==> config.mk <==
export PLATFORM = sky130hd
export DESIGN_NAME = serial_adder_flat
export DESIGN_NICKNAME = d
export VERILOG_FILES = /design/src/rtl/serial_adder_pkg.sv /design/src/rtl/serial_adder_if.sv /design/src/rtl/serial_adder_full_adder.sv /design/src/rtl/serial_adder.sv /design/src/flat_wrapper.sv
export SDC_FILE = /design/constraint.sdc
export NUM_CORES = 1
export LEC_CHECK = 0
export BUFFER_PORTS_ARGS = -buffer_cell sky130_fd_sc_hd__buf_2
export CAP_MARGIN = 20
export CORE_UTILIZATION = 50
export CTS_BUF_LIST = sky130_fd_sc_hd__clkbuf_8
export DETAILED_ROUTE_END_ITERATION = 8
export PLACE_DENSITY = 0.76
export SLEW_MARGIN = 15
export SYNTH_ARGS = -nofsm -noshare
export SYNTH_HDL_FRONTEND = slang
export SYNTH_SLANG_ARGS = --single-unit
export TNS_END_PERCENT = 5
==> constraint.sdc <==
create_clock -name clk -period 3.5 [get_ports clk]
set_input_delay 0 -clock clk [delete_from_list [all_inputs] [get_ports clk]]
set_output_delay 0 -clock clk [all_outputs]
set_load 0.05 [all_outputs]
==> src/rtl/serial_adder_pkg.sv <==
// serial_adder_pkg: FSM state encodings and counter-width helper for the bit-serial adder
package serial_adder_pkg;
  typedef enum logic [1:0] {
    S_IDLE = 2'd0,
    S_RUN  = 2'd1,
    S_DONE = 2'd2
  } state_t;
  function automatic int cnt_width(input int w);
    return (w > 1) ? $clog2(w) : 1;
  endfunction
endpackage

==> src/rtl/serial_adder_if.sv <==
// serial_adder_if: request/result bundle between a requester and the serial adder
interface serial_adder_if #(parameter int WIDTH = 8);
  logic             start;
  logic             cin;
  logic             busy;
  logic             done;
  logic             cout;
  logic [WIDTH-1:0] a;
  logic [WIDTH-1:0] b;
  logic [WIDTH-1:0] sum;
  modport master (output start, a, b, cin, input busy, done, sum, cout);
  modport slave  (input start, a, b, cin, output busy, done, sum, cout);
endinterface

==> src/rtl/serial_adder_full_adder.sv <==
// full_adder: gate-level one-bit full adder built from two half adders and an OR
module half_adder (
  input  logic a,
  input  logic b,
  output logic s,
  output logic c
);
  assign s = a ^ b;
  assign c = a & b;
endmodule

module full_adder (
  input  logic a,
  input  logic b,
  input  logic cin,
  output logic s,
  output logic cout
);
  logic s1, c1, c2;
  half_adder u_ha0 (.a(a),  .b(b),   .s(s1), .c(c1));
  half_adder u_ha1 (.a(s1), .b(cin), .s(s),  .c(c2));
  assign cout = c1 | c2;
endmodule

==> src/rtl/serial_adder.sv <==
// serial_adder: LSB-first bit-serial adder, one full-adder cell, WIDTH clocks per sum
module serial_adder
  import serial_adder_pkg::*;
#(
  parameter int WIDTH = 8
) (
  input logic          clk,
  input logic          rst_n,
  serial_adder_if.slave bus
);
  localparam int CNT_W = cnt_width(WIDTH);
  state_t state, state_nx;
  logic [WIDTH-1:0] sha, shb, sum_q;
  logic [CNT_W-1:0] cnt;
  logic carry, cout_q, done_q, fs, fc, last, accept;
  assign last     = cnt == CNT_W'(WIDTH - 1);
  assign accept   = bus.start && state != S_RUN;
  assign bus.busy = state == S_RUN;
  assign bus.done = done_q;
  assign bus.sum  = sum_q;
  assign bus.cout = cout_q;
  full_adder u_fa (.a(sha[0]), .b(shb[0]), .cin(carry), .s(fs), .cout(fc));
  // state register
  always_ff @(posedge clk or negedge rst_n) begin
    if (!rst_n) state <= S_IDLE;
    else        state <= state_nx;
  end
  // next state: accept from IDLE/DONE, run WIDTH bits, pulse through DONE
  always_comb begin
    state_nx = accept ? S_RUN : (state == S_RUN) ? (last ? S_DONE : S_RUN) : S_IDLE;
  end
  // datapath: capture operands on accept, shift one bit per RUN cycle
  always_ff @(posedge clk or negedge rst_n) begin
    if (!rst_n) begin
      sha    <= '0;
      shb    <= '0;
      sum_q  <= '0;
      cnt    <= '0;
      carry  <= 1'b0;
      cout_q <= 1'b0;
      done_q <= 1'b0;
    end else begin
      done_q <= state == S_RUN && last;
      if (accept) begin
        sha   <= bus.a;
        shb   <= bus.b;
        carry <= bus.cin;
        cnt   <= '0;
      end else if (state == S_RUN) begin
        sha    <= sha >> 1;
        shb    <= shb >> 1;
        sum_q  <= {fs, sum_q[WIDTH-1:1]};
        carry  <= fc;
        cout_q <= fc;
        cnt    <= cnt + 1'b1;
      end
    end
  end
endmodule

==> src/flat_wrapper.sv <==
// flat-port wrapper written by rule: the top's interface ports become plain ports
module serial_adder_flat import serial_adder_pkg::*;
#(
  parameter int WIDTH = 8
)
  (clk, rst_n, bus_start, bus_a, bus_b, bus_cin, bus_busy, bus_done, bus_sum, bus_cout);
  serial_adder_if #(.WIDTH(WIDTH)) bus_i ();
  input logic clk;
  input logic rst_n;
  input wire logic [$bits(bus_i.start)-1:0] bus_start;
  input wire logic [$bits(bus_i.a)-1:0] bus_a;
  input wire logic [$bits(bus_i.b)-1:0] bus_b;
  input wire logic [$bits(bus_i.cin)-1:0] bus_cin;
  output wire logic [$bits(bus_i.busy)-1:0] bus_busy;
  output wire logic [$bits(bus_i.done)-1:0] bus_done;
  output wire logic [$bits(bus_i.sum)-1:0] bus_sum;
  output wire logic [$bits(bus_i.cout)-1:0] bus_cout;
  assign bus_i.start = bus_start;
  assign bus_i.a = bus_a;
  assign bus_i.b = bus_b;
  assign bus_i.cin = bus_cin;
  assign bus_busy = bus_i.busy;
  assign bus_done = bus_i.done;
  assign bus_sum = bus_i.sum;
  assign bus_cout = bus_i.cout;
  serial_adder #(.WIDTH(WIDTH)) u_core (.clk(clk), .rst_n(rst_n), .bus(bus_i));
endmodule
After elaboration in Yosys (flattened, before gate mapping)
Cells that the tools add are included.
{"block": "word_totals", "elab_cells": 33, "in_bits": 20, "register_bits": 32}
{"block": "op_classes", "n_addsub": 1, "muxes": 11, "n_eq_ne": 3, "reduce_logical": 4, "n_bitwise": 6}
{"operator": "two-way mux 8 bit", "n": 4}
{"operator": "two-way mux 2 bit", "n": 3}
{"operator": "two-way mux 3 bit", "n": 2}
{"operator": "adder 3 x 1 -> 3 bit, second input constant", "n": 1}
{"operator": "== test 3 bit, second input constant", "n": 1}
{"operator": "bitwise AND 1 bit", "n": 2}
{"operator": "== test 2 x 1 -> 1 bit, second input constant", "n": 1}
{"operator": "logical AND 1 bit", "n": 2}
{"operator": "two-way mux 1 bit", "n": 2}
{"operator": "!= test 2 x 1 -> 1 bit, second input constant", "n": 1}
{"operator": "AND reduction 2 bit", "n": 1}
{"operator": "nonzero test 2 bit", "n": 1}
{"operator": "bitwise XOR 1 bit", "n": 2}
{"operator": "inverter 1 bit", "n": 1}
{"operator": "bitwise OR 1 bit", "n": 1}

Logic depth before layout (Yosys ltp)
Gate-level depths: netlist of run 1.
{"block": "logic_depth", "depth_word": 5, "ltp_mapped": 4, "depth_no_buf": 4}

Cells and area by module
A second synthesis of run 1 with hierarchy kept.
{"block": "unflattened", "cells_unflattened": 97, "hier_area_um2": 1587.8}
{"mod": "serial_adder", "cells_each": 94, "n_inst": 1, "area_per_inst_um2": 1556.5}
{"mod": "half_adder", "cells_each": 1, "n_inst": 2, "area_per_inst_um2": 12.5}
{"mod": "full_adder", "cells_each": 1, "n_inst": 1, "area_per_inst_um2": 6.3}

Worst setup path after synthesis of run 1
OpenSTA, ideal clock, no wires.
{"block": "synth_path", "kind": "register -> register", "from": "reg u_core.sha[0]", "to": "reg u_core.sum_q[7] (netlist: u_core.bus.sum[7])", "path_stages_with_launch": 3, "arrival_time_ns": 1.085, "slack_ns": 2.290, "setup_time_ns": 0.125, "t_required_ns": 3.375, "path_cell_list": "dfrtp_1 > fa_1 > mux2_2"}
{"block": "synth_between", "elab_chain_cells": 2}
{"element": "from (decl)", "line_no": "serial_adder.sv:13", "source": "logic [WIDTH-1:0] sha, shb, sum_q;"}
{"element": "from (signal assigned)", "line_no": "serial_adder.sv:45", "source": "sha <= bus.a;"}
{"element": "from (signal assigned)", "line_no": "serial_adder.sv:50", "source": "sha <= sha >> 1;"}
{"element": "bitwise XOR 1 bit (2 in series)", "line_no": "serial_adder_full_adder.sv:8", "source": "assign s = a ^ b;"}
{"element": "named net u_core.fs", "line_no": "serial_adder.sv:15", "source": "logic carry, cout_q, done_q, fs, fc, last, accept;"}
{"element": "to (signal assigned)", "line_no": "serial_adder.sv:52", "source": "sum_q <= {fs, sum_q[WIDTH-1:1]};"}
{"element": "to (decl)", "line_no": "serial_adder.sv:13"}
The timed path passes the listed nets, and every way through them passes these cells.
A chain may end at the register's enable or synchronous reset.

Worst setup path after layout of run 1
{"block": "layout_path", "from": "reg u_core.state[1]", "to": "out bus_busy"}
{"block": "layout_between", "elab_chain_cells": 1}
{"element": "from (decl)", "line_no": "serial_adder.sv:12", "source": "state_t state, state_nx;"}
{"element": "from (signal assigned)", "line_no": "serial_adder.sv:26", "source": "else state <= state_nx;"}
{"element": "== test 2 x 1 -> 1 bit", "line_no": "serial_adder.sv:18", "source": "assign bus.busy = state == S_RUN;"}
{"element": "to (decl)", "line_no": "flat_wrapper.sv:14", "source": "output wire logic [$bits(bus_i.busy)-1:0] bus_busy;"}
No other way between the ends.

==> reports/results.ini, run 1 <==
[critical_path]
worstPathRequired_ps=3500
arrival_ps=1820
endpoint_kind=output port
slowest_stage=nor2b_4
crit_type=reg -> out
critPathMaxStageDelay_ps=740
start_kind=flip-flop
worstPathMaxFanout=50
path_cells=nor2b_4 -> buf_2

[sta]
setup-tns-final_ps=0
fin_crit_ps=1820
finalClockSkew_ps=5.16
relSlewSlack=0.371
fmax_mhz=549
hold_ws_ps=9.42
tightest_slew_ps=941
maxSlewViolCount=0
fin_crit_sh=0.520
finalHoldViolCount=0
rsz0062_at_grt=false
fin_ws_ps=1680
finalSetupViolCount=0

[clock_network]
cts_setup_buffers=0
clockBufferDepth=2
cts_tree=yes
numClockSinks=32
cts_resized=0
insertion_delay_ps=270
htreeDepth=2
cts_buffers=5
cts_hold_buf=3
root_buffer=clkbuf_8
cts.clk_slew.worst_paths_ps=70

[placement]
port_buffers=30
gp_congestion=0.629
dp_slack_ps=1820
placed_area_um2=1520
dp_hpwl_mm=1.46

[finish]
multi_input_area_um2=527
final_cell_mix=dfrtp_1, buf_2, mux2i_1, nand2_1, o21ai_0
regArea_um2=801
nets=169
diodes=0
n_fill_cell=210
final_common_cell=dfrtp_1
stdcell_area_um2=1640
drive_above_1_share=0.333
syn_to_final_growth_pct=19.2

[global_routing]
grtUsageTotal=0.184
grt_antenna_before_repair=0
grt_pass1_wl_mm=3.65
grt_pass1_vias=867
overflow=0
grt_max_degree=51

[synth]
synth_cells=113
yosysWarnings=0
syn_nets=136
synth_seq_area_share=0.581
syn_area_um2=1380
ys_types=18
syn_avg_cell_area_um2=12.2
ys_seq_elements=32

[die]
dieArea_um2=2970
die-height_um=54.5
fp-row-count=18
coreArea_um2=2540
die_w_um=54.5
floorplan.initialDensity=0.541
num_io_pins=31

[detailed_routing]
vias=917
drt_pass1_iterations=4
drt.antenna.violating_nets=0
routedWlPerCell_um=12.5
first_iter_violations=10
drt_wl_total_mm=2.21
viasPerCell=5.18
drc=0

[power_and_ir_drop]
p_seq_frac=0.397
p_int_uw=923
power.switching_uw=662
ir_drop_mv=0.804
power.share.combinational=0.427
p_leak_nw=0.839
p_sw_frac=0.417
powerDensity_nw_per_um2=965
p_clk_frac=0.177

[min_path]
worstHoldPathType=in -> reg

[outcome]
outcome=complete, no violations

[run]
drv_cap=0

## per-layer routing
layer,share of wire,vias up,GRT usage
met5,0,-,0
met4,0.016,0,0.115
met3,0.044,4,0.0500
met2,0.51,28,0.321
met1,0.42,436,0.194
li1,-,449,-
## power groups by stage
stage / clock (mW) / sequential (mW) / combinational (mW)
6_report: 0.280 / 0.629 / 0.676
5_1_grt: 0.303 / 0.653 / 0.754
4_1_cts: 0.290 / 0.632 / 0.686
3_5_place_dp: 0 / 0.637 / 0.682
3_3_place_gp: 0 / 0.627 / 0.656
2_1_floorplan: 0 / 0.807 / 0.384
## logic make-up (layout without fill, tap and decap cells)
group | after synthesis | count (layout) | synth area share
adder cells (fa/ha/maj) | 3 | 3 | 0.0327
AO/OA/AOI/OAI | 18 | 18 | 0.0654
AND/OR/NAND/NOR | 26 | 26 | 0.0872
multiplexers | 26 | 26 | 0.197
buffers and inverters | 8 | 42 | 0.0363
flip-flops | 32 | 32 | 0.581
## area by class of cell
class	instances	area share
flip-flops and latches	32	0.488
multi-input cells	73	0.321
repair buffers	33	0.110
clock buffers	6	0.0503
well taps	30	0.0229
clock inverters	2	0.00610
inverters	1	0.00229
## cells in the mapped netlist, drive strengths merged
| cell type | number | area share |
|---|---|---|
| dfrtp | 32 | 0.58 |
| o21ai | 18 | 0.065 |
| mux2i | 17 | 0.12 |
| nand2 | 17 | 0.046 |
| mux2 | 9 | 0.074 |
| buf | 5 | 0.026 |
| nor2 | 4 | 0.013 |
| and2 | 2 | 0.0091 |
| clkbuf | 2 | 0.0073 |
| ha | 2 | 0.018 |
| nand2b | 2 | 0.0091 |
| fa | 1 | 0.015 |
| inv | 1 | 0.0027 |
| nor2b | 1 | 0.010 |
## metrics by stage
step / power (mW) / utilization / std cells
2_1_floorplan: 1.19 / - / 113
6_report: 1.58 / 0.645 / 177
4_1_cts: 1.61 / 0.645 / 177
3_5_place_dp: 1.32 / 0.597 / 166
3_3_place_gp: 1.28 / 0.597 / 166
5_1_grt: 1.71 / 0.645 / 177
## worst max-delay path: cells and delay by family, from the launching register on
kind / cells / cell delay, ps
buffers and inverters: 1 / 410
DFF: 1 / 390
and+or+nand+nor: 1 / 740
## worst paths after layout
| kind | startpoint | endpoint | slack [ps] | depth (start not counted) |
|---|---|---|---|---|
| max in group asynchronous | rst_n | u_core.cnt[1] | 2760 | 2 |
| worst min register to register | u_core.shb[6] | u_core.shb[5] | 480 | 2 |
| worst max register to register | u_core.state[1] | u_core.bus.sum[6] | 1830 | 2 |
| min in group asynchronous | rst_n | u_core.bus.sum[3] | 290 | 2 |
| worst min-delay path | bus_b[4] | u_core.shb[4] | 9 | 3 |
| worst max-delay path | u_core.state[1] | bus_busy | 1680 | 2 |
## flip-flops by register name (all words and copies together) (netlist names)
signal           cells
u_core.bus.cout      1
u_core.bus.done      1
u_core.bus.sum       8
u_core.carry         1
u_core.cnt           3
u_core.sha           8
u_core.shb           8
u_core.state         2
(Power assumes the default switching activity.)
==> inputs of run 2 (changes only) <==
--- a/config.mk
+++ b/config.mk
@@ -10,7 +10,7 @@
 export CORE_UTILIZATION = 50
 export CTS_BUF_LIST = sky130_fd_sc_hd__clkbuf_8
 export DETAILED_ROUTE_END_ITERATION = 8
-export PLACE_DENSITY = 0.76
+export PLACE_DENSITY = 0.79
 export SLEW_MARGIN = 15
 export SYNTH_ARGS = -nofsm -noshare
 export SYNTH_HDL_FRONTEND = slang
==> constraint.sdc (replaced) <==
create_clock -name clk -period 1.55 [get_ports clk]
set_input_delay 0 -clock clk [delete_from_list [all_inputs] [get_ports clk]]
set_output_delay 0 -clock clk [all_outputs]
set_load 0.05 [all_outputs]
==> run 2 against run 1 <==
Critical path type unchanged. Largest power group unchanged. Combinational power rose by 150%. First-iteration DRC count fell by 10%. Highest routed layer unchanged. Wire length rose by 6.9%. Count of clock-buffer cells in the layout is 1 higher. The run now ends with hold timing left. Hold slack lost 10 ps. Sequential cell count did not move. Sequential share of layout area down 1.1 points.
==> reports/results.ini, run 2 (same netlist as run 1, synthesis figures left out) <==
[critical_path]
worstPathMaxFanout=11  ; -78%
endpoint_kind=output port
crit_type=reg -> out
r2r-end=u_core.bus.sum[7]
slowest_stage=dfrtp_1
r2r_slack_ps=300  ; -1530 ps
critPathMaxStageDelay_ps=390  ; -350 ps
worstPathRequired_ps=1550  ; -1950 ps
start_kind=flip-flop
rr_worst_depth=2  ; unchanged
path_cells=nor2b_4 -> buf_4 -> buf_2
r2r_start=u_core.sha[0]
arrival_ps=1290  ; -530 ps

[sta]
finalClockSkew_ps=3.05  ; -2.11 ps
setup-tns-final_ps=0  ; unchanged
fmax_mhz=775
hold_ws_ps=-1.07  ; -10.5 ps
relSlewSlack=0.543  ; +0.171
fin_crit_ps=1290
finalSetupViolCount=0  ; unchanged
fin_crit_sh=0.832
maxSlewViolCount=0  ; unchanged
rsz0062_at_grt=false
tightest_slew_ps=686  ; -255 ps
finalHoldViolCount=1  ; +1

[outcome]
violations=hold timing
outcome=finished with violations

[clock_network]
insertion_delay_ps=280  ; about the same
cts_tree=yes
root_buffer=clkbuf_8
clockBufferDepth=2  ; unchanged
numClockSinks=32  ; unchanged
cts.clk_slew.worst_paths_ps=60  ; about the same
cts_buffers=5  ; unchanged
htreeDepth=2  ; unchanged

[finish]
multi_input_area_um2=527  ; unchanged
final_cell_mix=dfrtp_1, buf_2, mux2i_1, nand2_1, o21ai_0
syn_to_final_growth_pct=22.0
stdcell_count=181  ; +2.3%
nets=174  ; +3.0%
regArea_um2=801  ; unchanged
n_fill_cell=221  ; +5.2%
diodes=0  ; unchanged
final_common_cell=dfrtp_1
drive_above_1_share=0.358  ; +0.0243

[die]
num_io_pins=31  ; unchanged
floorplan.initialDensity=0.541  ; unchanged
die_w_um=54.5  ; unchanged
die-height_um=54.5  ; unchanged
fp-row-count=18  ; unchanged
coreArea_um2=2540  ; unchanged
dieArea_um2=2970  ; unchanged

[power_and_ir_drop]
ir_drop_mv=1.98  ; +150%
powerDensity_nw_per_um2=2250  ; +130%
p_leak_nw=0.861  ; +2.6%

[detailed_routing]
drt.antenna.violating_nets=0  ; unchanged
drt_wl_total_mm=2.36  ; +6.9%
first_iter_violations=9  ; -1
drc=0  ; unchanged
vias=930  ; +1.4%
drt_pass1_iterations=4  ; unchanged
viasPerCell=5.14  ; -0.82%
routedWlPerCell_um=13.0  ; +4.6%

[min_path]
worstHoldPathType=in -> reg
hp-start=bus_a[7]
min_to=u_core.sha[7]
hold_depth=3  ; unchanged

[placement]
port_buffers=30  ; unchanged
gp_congestion=0.652  ; +3.7%
place_inst=168  ; +1.2%
dp_hpwl_mm=1.56  ; +6.9%

[global_routing]
grt_pass1_wl_mm=3.71  ; +1.5%
grt_pass1_vias=811  ; -6.5%
grtUsageTotal=0.190  ; +0.00555
overflow=0  ; unchanged
grt_max_degree=33  ; -35%
grt_antenna_before_repair=0  ; unchanged

[run]
drv_cap=0  ; unchanged

==> run 2: changes by cell type in the layout (fill, tap and decap cells not counted), sizes merged <==
cell         previous run  this run
clkinv                  2         0
dlygate4sd3             3         2
buf                    30        36
clkbuf                  6         7
==> run 2: layout make-up <==
class,count,area share
Clock buffer,7,0.0573
Inverter,1,0.00223
Multi-Input combinational cell,73,0.313
Sequential cell,32,0.477
Tap cell,30,0.0223
Timing Repair Buffer,38,0.128
==> run 2: routing by layer <==
metal  vias to the layer above  track usage  part of all wire
met5                         -            0                 0
met4                         0       0.0769            0.0076
met3                         4       0.0861             0.061
met2                        26        0.301              0.50
met1                       446        0.222              0.43
li1                        454            -                 -
==> run 2: worst max-delay path by stage <==
stage / end / start / slack [ps] / depth (start not counted)
after global routing: bus_busy / u_core.state[1] / 210 / 3
final: bus_busy / u_core.state[1] / 260 / 3
after global placement: u_core.bus.sum[7] / u_core.sha[0] / 310 / 2
after floorplan: u_core.bus.sum[7] / u_core.sha[0] / 340 / 2
after CTS: bus_busy / u_core.state[1] / 60 / 3
after detailed placement: u_core.sha[6] / u_core.state[1] / 250 / 3
==> run 2: power breakdown <==
group	total (mW)	switching, mW	internal, mW
sequential	1.42	0.211	1.21
clock	0.678	0.283	0.395
combinational	1.68	1.04	0.633
==> run 2: stage by stage <==
step / total power, mW / util / area [µm²] / hold WS [ps] / setup WS (ps)
5_1_grt: 4.05 / 0.660 / 1680 / 28.3 / 215
2_1_floorplan: 2.69 / - / 1380 / -296 / 340
4_1_cts: 3.71 / 0.648 / 1650 / 18.5 / 58.2
6_report: 3.78 / 0.660 / 1680 / -1.07 / 260
3_5_place_dp: 3.03 / 0.603 / 1530 / 83.7 / 252
3_3_place_gp: 2.94 / 0.603 / 1530 / 68.8 / 308
==> run 2: worst max-delay path, delay by kind of cell (launching register included) <==
family                 cells  cell delay [ps]
flip-flops                 1              390
buffers and inverters      2              450
AND/OR/NAND/NOR            1              160
==> run 2: timing repair <==
item,4_1_cts,5_1_grt
hold buffers,2,0
resized for setup,0,0
endpoints found under the setup margin,0,1
setup buffers,0,4
endpoints found under the hold margin,33,0
==> inputs of run 3 (changes only) <==
--- a/config.mk
+++ b/config.mk
@@ -10,7 +10,7 @@
 export CORE_UTILIZATION = 50
 export CTS_BUF_LIST = sky130_fd_sc_hd__clkbuf_8
 export DETAILED_ROUTE_END_ITERATION = 8
-export PLACE_DENSITY = 0.79
+export PLACE_DENSITY = 0.76
 export SLEW_MARGIN = 15
 export SYNTH_ARGS = -nofsm -noshare
 export SYNTH_HDL_FRONTEND = slang
==> constraint.sdc (replaced) <==
create_clock -name clk -period 1.3 [get_ports clk]
set_input_delay 0 -clock clk [delete_from_list [all_inputs] [get_ports clk]]
set_output_delay 0 -clock clk [all_outputs]
set_load 0.05 [all_outputs]
==> run 3 against run 2 <==
Critical path depth decreased by 1. Wire length fell by 0.38%. Sequential power increased by 20%. Combinational power rose by 23%. First-iteration DRC count decreased by 56%. Critical endpoint is now u_core.bus.sum[7]. Die area unchanged. Final cell count grew 0.55%. Highest routed layer unchanged. The flow now finishes without violations. Cell area rose by 2.2%. Core utilization up 1.4 points. Sequential cell count unchanged. Register-to-register slack worse by 250 ps.
==> reports/results.ini, run 3 (same netlist as run 1, synthesis figures left out) <==
[critical_path]
worstPathMaxFanout=2  ; -9
path_cells=fa_1 -> mux2_2
worstPathRequired_ps=1480  ; -70 ps
r2r_start=u_core.sha[0]
endpoint_kind=flip-flop
r2r_slack_ps=50  ; -250 ps
arrival_ps=1420  ; +130 ps
critPathMaxStageDelay_ps=470  ; +80 ps
crit_family=adder cells
r2r-end=u_core.bus.sum[7]
slowest_stage=fa_1
rr_worst_depth=2  ; unchanged
start_kind=flip-flop
crit_type=reg -> reg
critPathBufInv=0  ; -2

[global_routing]
overflow=0  ; unchanged
grt_max_degree=33  ; unchanged
grtUsageTotal=0.197  ; +0.00712
grt_antenna_before_repair=0  ; unchanged
grt_pass1_vias=896  ; +10%
grt_pass1_wl_mm=3.86  ; +4.1%

[sta]
tightest_slew_ps=697  ; +10.5 ps
relSlewSlack=0.536  ; -0.00702
setup-tns-final_ps=0  ; unchanged
finalSetupViolCount=0  ; unchanged
rsz0062_at_grt=false
finalHoldViolCount=0  ; -1
fin_crit_ps=1250
finalClockSkew_ps=8.84  ; +5.79 ps
hold_ws_ps=6.14  ; +7.22 ps
fin_crit_sh=0.958
fmax_mhz=803
maxSlewViolCount=0  ; unchanged

[run]
drv_cap=0  ; unchanged

[finish]
diodes=0  ; unchanged
syn_to_final_growth_pct=24.6
nets=174  ; unchanged
stdcell_count=182  ; +0.55%
drive_above_1_share=0.349  ; -0.00893
utilization=0.675  ; +0.0143
final_cell_mix=dfrtp_1, buf_2, mux2i_1, nand2_1, o21ai_0
final_common_cell=dfrtp_1

[detailed_routing]
first_iter_violations=4  ; -5
vias=924  ; -0.65%
drt_wl_total_mm=2.35  ; -0.38%
drt_pass1_iterations=4  ; unchanged
viasPerCell=5.08  ; -1.2%
drc=0  ; unchanged
drt.antenna.violating_nets=0  ; unchanged
routedWlPerCell_um=12.9  ; -0.93%

[min_path]
hold_depth=3  ; unchanged
min_to=u_core.carry
worstHoldPathType=in -> reg
hp-start=bus_cin

[die]
floorplan.initialDensity=0.541  ; unchanged
die_w_um=54.5  ; unchanged
die-height_um=54.5  ; unchanged
coreArea_um2=2540  ; unchanged
num_io_pins=31  ; unchanged
fp-row-count=18  ; unchanged
dieArea_um2=2970  ; unchanged

[clock_network]
insertion_delay_ps=290  ; about the same
cts_setup_buffers=0  ; unchanged
cts.clk_slew.worst_paths_ps=70  ; about the same
numClockSinks=32  ; unchanged
clockBufferDepth=2  ; unchanged
cts_tree=yes
cts_buffers=5  ; unchanged
root_buffer=clkbuf_8
htreeDepth=2  ; unchanged

[placement]
place_inst=170  ; +1.2%
dp_hpwl_mm=1.64  ; +5.3%
port_buffers=30  ; unchanged
gp_congestion=0.685  ; +5.0%

[power_and_ir_drop]
ir_drop_mv=2.24  ; +13%
powerDensity_nw_per_um2=2620  ; +17%
p_leak_nw=0.876  ; +1.8%
power_mw=4.50  ; +19%

[outcome]
outcome=complete, no violations

[run 3: area by class of cell]
cell class | count | area, µm²
multi-input cells | 73 | 527
repair buffers | 38 | 260
clock inverters | 3 | 18.8
fillers | 187 | 828
clock buffers | 5 | 68.8
well taps | 30 | 37.5
flip-flops and latches | 32 | 801
inverters | 1 | 3.75
[run 3: worst max path at each step]
| stage | startpoint | end | cells after the start |
|---|---|---|---|
| 6_report | u_core.sha[0] | u_core.bus.sum[7] | 2 |
| 5_1_grt | u_core.state[1] | u_core.sha[0] | 5 |
| 4_1_cts | u_core.sha[0] | u_core.bus.sum[7] | 2 |
| 3_5_place_dp | u_core.sha[0] | u_core.bus.sum[7] | 2 |
| 3_3_place_gp | u_core.sha[0] | u_core.bus.sum[7] | 2 |
| 2_1_floorplan | u_core.sha[0] | u_core.bus.sum[7] | 2 |
[run 3: stage by stage]
| stage | setup slack (ps) | instance area [µm²] |
|---|---|---|
| after CTS | 48.2 | 1720 |
| after global placement | 81.2 | 1590 |
| final | 54.4 | 1720 |
| after global routing | 17.7 | 1720 |
| after detailed placement | 60.8 | 1590 |
| after floorplan | 90.4 | 1380 |
[run 3: layer usage]
layer  track usage  share of wire
met1         0.224           0.44
met4         0.115          0.024
met3        0.0667          0.050
met5             0              0
met2         0.319           0.48
[run 3: power by group]
part / switching, mW / internal (mW)
Combinational: 1.25 / 0.809
Clock: 0.370 / 0.372
Sequential: 0.251 / 1.44
[run 3: worst register-to-register path, stage by stage, from the launching register on]
cell and delay [ps]:
dfrtp_1 400, fa_1 470, mux2_2 270
[run 3: timing repair]
item                                    in CTS  in global routing
resized for setup                            1                  0
endpoints found under the setup margin       1                  0
hold buffers                                 4                  0
endpoints found under the hold margin       35                  0
